[src/rtl/uart_apb_pkg.sv]
// Register map, bit positions and shared constants for the UART APB register blocks.
// Also used by the TX-side APB block, so keep offsets stable.
package uart_apb_pkg;

    localparam int DATA_W = 8;

    localparam logic [3:0] REG_DATA   = 4'h0;
    localparam logic [3:0] REG_STATUS = 4'h4;
    localparam logic [3:0] REG_CTRL   = 4'h8;

    localparam int STAT_EMPTY     = 0;
    localparam int STAT_FULL      = 1;
    localparam int STAT_OVERRUN   = 2;
    localparam int STAT_COUNT_LSB = 8;

    localparam int CTRL_THRESH_LSB = 0;
    localparam int CTRL_RXIE       = 16;
    localparam int CTRL_OVIE       = 17;
    localparam int CTRL_FLUSH      = 24;

    localparam int THRESH_RESET = 1;

    typedef enum logic [1:0] {
        RegData,
        RegStatus,
        RegCtrl,
        RegNone
    } regSelT;

    // Only address bits [3:2] select a register; [1:0] are ignored.
    function automatic regSelT decodeReg(input logic [3:0] addr);
        logic [3:0] base;
        base = {addr[3:2], 2'b00};
        if (base == REG_DATA)        return RegData;
        else if (base == REG_STATUS) return RegStatus;
        else if (base == REG_CTRL)   return RegCtrl;
        else                         return RegNone;
    endfunction

endpackage

[src/rtl/uart_rx_fifo_mem.sv]
// Circular receive FIFO: storage array, ADDR_W+1 bit wrap pointers, full/empty/count.
// status is packed as {count, full, empty}.
module uart_rx_fifo_mem #(
    parameter int DEPTH  = 16,
    parameter int ADDR_W = 4,
    parameter int DATA_W = 8
) (
    input  logic              clk,
    input  logic              rstN,
    input  logic              push,
    input  logic              pop,
    input  logic              flush,
    input  logic [DATA_W-1:0] wdata,
    output logic [DATA_W-1:0] rdata,
    output logic [ADDR_W+2:0] status
);

    localparam logic [ADDR_W:0] PTR_ONE = {{ADDR_W{1'b0}}, 1'b1};

    logic [ADDR_W:0]   wrPtr;
    logic [ADDR_W:0]   rdPtr;
    logic [ADDR_W:0]   count;
    logic              empty;
    logic              full;
    logic              doPush;
    logic              doPop;
    logic [DATA_W-1:0] mem [DEPTH];

    assign empty = (wrPtr == rdPtr);
    assign full  = (wrPtr[ADDR_W] != rdPtr[ADDR_W]) &&
                   (wrPtr[ADDR_W-1:0] == rdPtr[ADDR_W-1:0]);
    assign count = wrPtr - rdPtr;

    // A pop frees the slot in the same cycle, so a push into a full FIFO
    // is accepted when accompanied by a pop. Flush discards any push.
    assign doPop  = pop & ~empty;
    assign doPush = push & ~flush & (~full | doPop);

    always_ff @(posedge clk or negedge rstN) begin
        if (!rstN) begin
            wrPtr <= '0;
            rdPtr <= '0;
        end else if (flush) begin
            wrPtr <= '0;
            rdPtr <= '0;
        end else begin
            if (doPush) wrPtr <= wrPtr + PTR_ONE;
            if (doPop)  rdPtr <= rdPtr + PTR_ONE;
        end
    end

    always_ff @(posedge clk) begin
        if (doPush) mem[wrPtr[ADDR_W-1:0]] <= wdata;
    end

    assign rdata  = empty ? '0 : mem[rdPtr[ADDR_W-1:0]];
    assign status = {count, full, empty};

endmodule

[src/rtl/uart_rx_fifo_apb.sv]
// UART RX FIFO with APB3 register interface (DATA / STATUS / CTRL) and overrun detection.
// Optional interrupt logic and CTRL THRESH/RXIE/OVIE fields under `UART_RX_FIFO_IRQ_EN.
module uart_rx_fifo_apb #(
    parameter int DEPTH  = 16,
    parameter int ADDR_W = 4,
    parameter int DATA_W = uart_apb_pkg::DATA_W
) (
    input  logic              iCLK,
    input  logic              iRESETn,
    input  logic              iRX_VALID,
    input  logic [DATA_W-1:0] iRX_DATA,
    input  logic              iPSEL,
    input  logic              iPENABLE,
    input  logic              iPWRITE,
    input  logic [3:0]        iPADDR,
    input  logic [31:0]       iPWDATA,
    output logic [31:0]       oPRDATA,
    output logic              oPREADY,
    output logic              oPSLVERR,
    output logic              oIRQ
);

    import uart_apb_pkg::*;

    // Handshakes: iRX_VALID is a single-cycle strobe with no backpressure (a byte
    // arriving while full is dropped and flagged). APB completes every access on
    // the rising edge where iPSEL & iPENABLE are high; oPREADY is always 1.

    regSelT            regSel;
    logic              apbAccess;
    logic              apbRd;
    logic              popReq;
    logic              statusWr;
    logic              ctrlWr;
    logic              flush;
    logic              overrun;
    logic              overrunSet;
    logic [DATA_W-1:0] fifoRdata;
    logic [ADDR_W+2:0] fifoStatus;
    logic [ADDR_W:0]   fifoCount;
    logic              fifoFull;
    logic              fifoEmpty;
    logic [31:0]       statusWord;
    logic [31:0]       ctrlWord;
    logic [31:0]       readData;
    logic              unusedBits;

    assign regSel    = decodeReg(iPADDR);
    assign apbAccess = iPSEL & iPENABLE;
    assign apbRd     = apbAccess & ~iPWRITE;
    assign popReq    = apbRd & (regSel == RegData);
    assign statusWr  = apbAccess & iPWRITE & (regSel == RegStatus);
    assign ctrlWr    = apbAccess & iPWRITE & (regSel == RegCtrl);
    assign flush     = ctrlWr & iPWDATA[CTRL_FLUSH];

    assign {fifoCount, fifoFull, fifoEmpty} = fifoStatus;

    uart_rx_fifo_mem #(
        .DEPTH  (DEPTH),
        .ADDR_W (ADDR_W),
        .DATA_W (DATA_W)
    ) uFifo (
        .clk    (iCLK),
        .rstN   (iRESETn),
        .push   (iRX_VALID),
        .pop    (popReq),
        .flush  (flush),
        .wdata  (iRX_DATA),
        .rdata  (fifoRdata),
        .status (fifoStatus)
    );

    // A full FIFO with a concurrent pop accepts the byte, so that is not an overrun.
    assign overrunSet = iRX_VALID & fifoFull & ~popReq;

    always_ff @(posedge iCLK or negedge iRESETn) begin
        if (!iRESETn) begin
            overrun <= 1'b0;
        end else if (overrunSet) begin
            overrun <= 1'b1;
        end else if (statusWr && iPWDATA[STAT_OVERRUN]) begin
            overrun <= 1'b0;
        end
    end

`ifdef UART_RX_FIFO_IRQ_EN
    logic [ADDR_W:0] thresh;
    logic            rxIe;
    logic            ovIe;
    logic            irqNext;

    always_ff @(posedge iCLK or negedge iRESETn) begin
        if (!iRESETn) begin
            thresh <= (ADDR_W+1)'(THRESH_RESET);
            rxIe   <= 1'b0;
            ovIe   <= 1'b0;
        end else if (ctrlWr) begin
            thresh <= iPWDATA[CTRL_THRESH_LSB +: ADDR_W+1];
            rxIe   <= iPWDATA[CTRL_RXIE];
            ovIe   <= iPWDATA[CTRL_OVIE];
        end
    end

    assign irqNext = (rxIe & (fifoCount >= thresh) & ~fifoEmpty) | (ovIe & overrun);

    always_ff @(posedge iCLK or negedge iRESETn) begin
        if (!iRESETn) oIRQ <= 1'b0;
        else          oIRQ <= irqNext;
    end

    always_comb begin
        ctrlWord = '0;
        ctrlWord[CTRL_THRESH_LSB +: ADDR_W+1] = thresh;
        ctrlWord[CTRL_RXIE] = rxIe;
        ctrlWord[CTRL_OVIE] = ovIe;
    end
`else
    assign oIRQ     = 1'b0;
    assign ctrlWord = '0;
`endif

    always_comb begin
        statusWord = '0;
        statusWord[STAT_EMPTY]   = fifoEmpty;
        statusWord[STAT_FULL]    = fifoFull;
        statusWord[STAT_OVERRUN] = overrun;
        statusWord[STAT_COUNT_LSB +: ADDR_W+1] = fifoCount;
    end

    always_comb begin
        readData = '0;
        case (regSel)
            RegData:   readData = {{(32-DATA_W){1'b0}}, fifoRdata};
            RegStatus: readData = statusWord;
            RegCtrl:   readData = ctrlWord;
            default:   readData = '0;
        endcase
    end

    assign oPRDATA  = apbRd ? readData : '0;
    assign oPREADY  = 1'b1;
    assign oPSLVERR = apbAccess & (regSel == RegNone);

    // Byte-lane bits of the address and unmapped write-data bits are intentionally ignored.
    assign unusedBits = ^{iPADDR[1:0], iPWDATA};

endmodule

[config.mk]
export PLATFORM = sky130hd
export DESIGN_NAME = uart_rx_fifo_apb
export DESIGN_NICKNAME = d
export VERILOG_FILES = /design/src/rtl/uart_apb_pkg.sv /design/src/rtl/uart_rx_fifo_mem.sv /design/src/rtl/uart_rx_fifo_apb.sv
export SDC_FILE = /design/constraint.sdc
export NUM_CORES = 1
export LEC_CHECK = 0
export ABC_AREA = 1
export CORE_MARGIN = 4
export CORE_UTILIZATION = 50
export CTS_BUF_LIST = sky130_fd_sc_hd__clkbuf_8 sky130_fd_sc_hd__clkbuf_16
export DETAILED_ROUTE_END_ITERATION = 8
export GPL_TIMING_DRIVEN = 0
export PLACE_DENSITY_LB_ADDON = 0.25
export SLEW_MARGIN = 0
export SYNTH_ARGS = -nofsm -noshare
export SYNTH_HDL_FRONTEND = slang
export SYNTH_SLANG_ARGS = --single-unit
[constraint.sdc]
create_clock -name iCLK -period 2.8 [get_ports iCLK]
set_input_delay 0.7 -clock iCLK [delete_from_list [all_inputs] [get_ports iCLK]]
set_output_delay 0.7 -clock iCLK [all_outputs]
set_load 0.01 [all_outputs]
* Word level (Yosys, flattened, before mapping)
Memory sizes are Yosys's and may differ from the RTL's. Cells that the tools add are included.
Cells by class: mux-type cells 14, reduce and logical (&&, ||, !) cells 7, shifts and indexed selects 0, bitwise logic cells 19, eq/ne operators 8, add/sub/neg operators 3, $lt $le $gt $ge 0, div/mod/pow operators 0, multiply operators 0
Operator list (count):
- 2-to-1 mux 32 bit | 1
- case mux 13 bit (2 select lines) | 1
- 2-to-1 mux 5 bit | 4
- bitwise AND 1 bit | 13
- adder 5 x 1 -> 5 bit, second input constant | 2
- 2-to-1 mux 8 bit | 1
- equality test 2 bit, second input constant | 3
- nonzero test 2 bit | 3
- equality test 5 bit | 1
- 2-to-1 mux 1 bit | 5
- inverter 1 bit | 5
- subtractor 5 bit | 1
- equality test 2 x 1 -> 1 bit, second input constant | 2
- equality test 4 bit | 1
- logical NOT 2 bit | 2
- 2-to-1 mux 2 bit | 2
- logical AND 1 bit | 2
- inequality test 1 bit | 1
- OR 1 bit | 1
Storage, ports and cells: bits in registers 11, logic and storage cells 55, latch bits 0, input bits 50, ROM bits 0, bits in writable memories 128, memories kept 1
Memory list:
- uFifo.mem | depth 16, width 8, rd ports 1, clocked after memory_dff 0, wr ports 1, line uart_rx_fifo_mem.sv:27 | logic [DATA_W-1:0] mem [DEPTH];

* Logic depth before layout (Yosys ltp)
depth after elaboration 12, depth in mapped cells 13

* Modules after synthesis
Synthesis repeated with hierarchy kept, for this count alone.
Unflattened totals: cells, all modules 725, area total of the unflattened synthesis 6841.6 µm²
Modules (own cells, without submodules):
- uart_rx_fifo_mem | sequential area each 4093.9 µm², area each 6438.7 µm², cells an instance 652, times used 1
- uart_rx_fifo_apb | sequential area each 25.0 µm², area each 402.9 µm², cells an instance 73, times used 1

* Worst setup path after synthesis
No wires, ideal clock.
kind reg-to-reg, start point register uFifo.rdPtr[2], end point memory uFifo.mem[14][0] (enable), setup slack 0.003 ns, stages on the path, launching flop included 12, path buffers 3, clock period less this slack 2.797 ns, arrival time 2.413 ns, cell sequence dfrtp_1 buf_2 inv_1 clkbuf_1 ha_1 nand2_1 nor2_1 and2b_2 nand2_4 nand2_4 buf_6 nor3_1
On the way: longest elaborated chain between the ends 7, elaborated cells between the ends (all ways) 10, classes of those cells eq/ne (2); mux (2); bitwise (5); reduce/logical (1)
RTL lines:
- from (decl) | line uart_rx_fifo_mem.sv:21 | logic [ADDR_W:0] rdPtr;
- from (signal assigned) | line uart_rx_fifo_mem.sv:48 | if (doPop) rdPtr <= rdPtr + PTR_ONE;
- equality test 5 bit or equality test 4 bit (tied branches) | line uart_rx_fifo_mem.sv:29, uart_rx_fifo_mem.sv:31
- inverter 1 bit or logical AND 1 bit (tied branches) | line uart_rx_fifo_mem.sv:36, uart_rx_fifo_mem.sv:30
- bitwise AND 1 bit or inverter 1 bit (tied branches) | line uart_rx_fifo_mem.sv:36, uart_rx_fifo_mem.sv:37
- OR 1 bit (*) | line uart_rx_fifo_mem.sv:37 | assign doPush = push & ~flush & (~full | doPop);
- bitwise AND 1 bit (*) | line uart_rx_fifo_mem.sv:37
- 2-to-1 mux 1 bit (*) | line uart_rx_fifo_mem.sv:53 | if (doPush) mem[wrPtr[ADDR_W-1:0]] <= wdata;
- 2-to-1 mux 1 bit (not written as such) (*) | line uart_rx_fifo_mem.sv:53
- to (decl) | line uart_rx_fifo_mem.sv:27
Mark *: on every way between the ends. The rest lies on a longest branch, timed or not.

* Worst setup path in the final report
start point register uFifo.rdPtr[2], end point output oPRDATA[1]
On the way: longest elaborated chain between the ends 4, elaborated cells between the ends (all ways) 7, classes of those cells eq/ne (2); mux (3); reduce/logical (1); memory (1)
RTL lines:
- memory read (16 x 8 bit) (tied with other cells)
- 2-to-1 mux 8 bit or logical AND 1 bit (tied branches) | line uart_rx_fifo_mem.sv:56, uart_rx_fifo_mem.sv:30
- case mux 13 bit (2 select lines) (*) | line uart_rx_fifo_apb.sv:132 | case (regSel)
- 2-to-1 mux 32 bit (*) | line uart_rx_fifo_apb.sv:140 | assign oPRDATA = apbRd ? readData : '0;
- to (decl) | line uart_rx_fifo_apb.sv:17 | output logic [31:0] oPRDATA,
Marks and branches as above.

==> flow_metrics.env <==
export IMPL_clock_latency_ns=0.43
export IMPL_max_cap_viol_count=0
export IMPL_initial_core_util=0.516
export IMPL_final_cell_mix="nand2_1, edfxtp_1, inv_1, nand3_1, buf_4"
export IMPL_drive_above_1_share=0.264
export IMPL_avgViaCountPerCell=5.41
export IMPL_diodes=0
export IMPL_arrival_ns=2.19
export IMPL_dr_pass1_iters=7
export IMPL_holdWs_ns=0.541
export IMPL_drv_slew=0
export IMPL_critical_path_max_stage_delay_ns=0.37
export IMPL_dieArea_um2=15000
export IMPL_hp_class="reg2reg"
export IMPL_grt_pass1_wl_um=25400
export IMPL_area_delta_synth_final_pct=33.5
export IMPL_ir_drop_v=0.000490
export IMPL_cpLargestDelayFamily="buffers and inverters"
export IMPL_timing_final_ws_setup_ns=-0.0906
export IMPL_io_buffers=31
export IMPL_worstMarginPinSlew_ns=0.761
export IMPL_layout_commonest_cell="nand2_1"
export IMPL_grtUsageTotal=0.230
export IMPL_postSynthCellCount=675
export IMPL_synth_edf_count=128
export IMPL_clock_skew_final_ns=0.0137
export IMPL_post_drt_wl_per_cell_um=19.0
export IMPL_path_buf_inv=6
export IMPL_cts_root_buf="clkbuf_16"
export IMPL_ys_seq_area_frac=0.627
export IMPL_critPathLaunchType="flip-flop"
export IMPL_die_h_um=123
export IMPL_cts_buffer_depth=2
export IMPL_status="finished, violations left"
export IMPL_crit_type="reg2out"
export IMPL_rsz0062_at_grt="yes"
export IMPL_grt_start_max_net_pins=17
export IMPL_violations="setup timing"
export IMPL_coreArea_um2=12700
export IMPL_crit_required_ns=2.10
export IMPL_fp_dieW_um=123
export IMPL_synth_warnings=0
export IMPL_synth_top_flop_cell="edfxtp_1"
export IMPL_crit_path_end_kind="output port"
export IMPL_io_pin_count=85
export IMPL_fin_util=0.689
export IMPL_cts_buffers=17
export IMPL_htree_levels=4
export IMPL_ys_types=24
export IMPL_num_rows=41
export IMPL_dpl_hpwl_um=10200
export IMPL_ant_nets=0
export IMPL_place_congestion=0.861
export IMPL_drt_iter0_drc=609
export IMPL_hold_viol=0
export IMPL_wirelength_um=18400
export IMPL_crit_chain="buf_6 -> inv_4 -> buf_8 -> ha_4 -> nand2_4 -> nor2_4 -> nand2_2 -> nand2_4 -> clkinvlp_4 -> buf_6 -> nand2_2 -> nand2_1 -> buf_2"
export IMPL_drc=0
export IMPL_clk_pin_slew_ns=0.06
export IMPL_synthArstFlopShare=0.0791
export IMPL_syn_mean_instance_area_um2=9.73
export IMPL_slew_limit_headroom=0.491
export IMPL_grt_pass1_vias=4826
export IMPL_netlist_area_um2=6570
export IMPL_final_area_um2=8770
export IMPL_setup_viol=3
export IMPL_max_freq_mhz=346
export IMPL_setup_tns_ns=-0.184
export IMPL_cts_tree="done"
export IMPL_leakage_nw=3.84
export IMPL_vias=5229
export IMPL_finalCritPeriodShare=1.03
export IMPL_grt_overflow=0
export IMPL_cellPowerDensity_nw_per_um2=993
export IMPL_dpl_cell_area_um2=7170
export IMPL_clkSinkCount=139
export IMPL_crit_fanout=4
export IMPL_ys_ff_latch=139
export IMPL_crit_path_top_delay_cell="dfrtp_1"
export IMPL_layout_nets=842
export IMPL_fin_crit_ns=2.89
export IMPL_antenna_found_initial=0
[final timing paths]
check	start	to	slack, ns	cells past startpoint
min in group asynchronous	iRESETn	uFifo.rdPtr[2]$_DFFE_PN0P_	0.66	1
max reg2reg	uFifo.rdPtr[2]$_DFFE_PN0P_	uFifo.rdPtr[2]$_DFFE_PN0P_	0.06	21
max	uFifo.rdPtr[2]$_DFFE_PN0P_	oPRDATA[1]	-0.09	13
max in group asynchronous	iRESETn	uFifo.rdPtr[1]$_DFFE_PN0P_	1.71	1
min reg2reg	overrun$_DFFE_PN0P_	overrun$_DFFE_PN0P_	0.54	2
min	overrun$_DFFE_PN0P_	overrun$_DFFE_PN0P_	0.54	2
[per-layer routing]
metal	up-vias	track usage	part of all wire
met5	-	0	0
met4	0	0.117	0.052
met3	80	0.0604	0.086
met2	305	0.378	0.50
met1	2468	0.280	0.36
li1	2376	-	-
[tightest hold or removal path: stages (launching register included)]
cell and delay [ns]:
dfrtp_1 0.34, o21ai_0 0.09, o21ai_0 0.07
[stage by stage]
stage / worst slack, ns / total power (W) / std cells
finish: -0.0906 / 0.00871 / 966
global route: -0.171 / 0.00908 / 966
CTS: -0.130 / 0.00782 / 956
detailed placement: -0.854 / 0.00496 / 898
global placement: -0.832 / 0.00490 / 897
floorplan: 0.00327 / 0.00429 / 694
[power by group]
group	switching (W)	internal (W)	leakage, nW	total (W)
combinational	0.00221	0.00152	2.25	0.00373
sequential	0.000134	0.00251	1.29	0.00265
clock	0.000856	0.00147	0.289	0.00233
total	0.00320	0.00551	3.84	0.00871
[kinds of logic (layout without fill, tap and decap cells)]
family | Yosys count | after routing | share of synthesized area
other cells | 2 | 21 | 0.00114
simple gates | 351 | 351 | 0.221
flops | 139 | 139 | 0.627
fa+ha+maj | 10 | 10 | 0.0202
buf+inv | 132 | 232 | 0.0934
xor+xnor | 7 | 7 | 0.0105
compound gates | 34 | 34 | 0.0259
[synthesized netlist by cell type (9+ instances only)]
| cell type | n | share of area |
|---|---|---|
| buf_2 | 16 | 0.012 |
| nor2_1 | 43 | 0.025 |
| dfrtp_1 | 11 | 0.042 |
| nor3_1 | 16 | 0.012 |
| ha_1 | 9 | 0.017 |
| o21ai_0 | 25 | 0.019 |
| nand2_1 | 220 | 0.13 |
| inv_1 | 82 | 0.047 |
| a21oi_1 | 9 | 0.0069 |
| edfxtp_1 | 128 | 0.59 |
| nand3_1 | 65 | 0.050 |
| buf_4 | 22 | 0.025 |
[sequential cells by signal, summed over array words and instances, names as in the netlist]
name	flops
uFifo.mem	128
uFifo.rdPtr	5
uFifo.wrPtr	5
overrun	1
[layout make-up]
| cell class | count | area [um2] |
|---|---|---|
| inverters | 83 | 318 |
| fillers | 882 | 3960 |
| plain buffers | 47 | 457 |
| multi-input cells | 423 | 2310 |
| clock inverters | 14 | 178 |
| clock buffers | 17 | 425 |
| well taps | 172 | 215 |
| repair buffers | 71 | 742 |
| flip-flops and latches | 139 | 4120 |
[timing repair]
item,4_1_cts,5_1_grt
pin swaps,9,30
hold buffers,0,0
gates resized for setup,123,111
setup buffers,27,9
gates cloned,0,6
setup endpoints to repair,141,78
(Power assumes the default switching activity.)
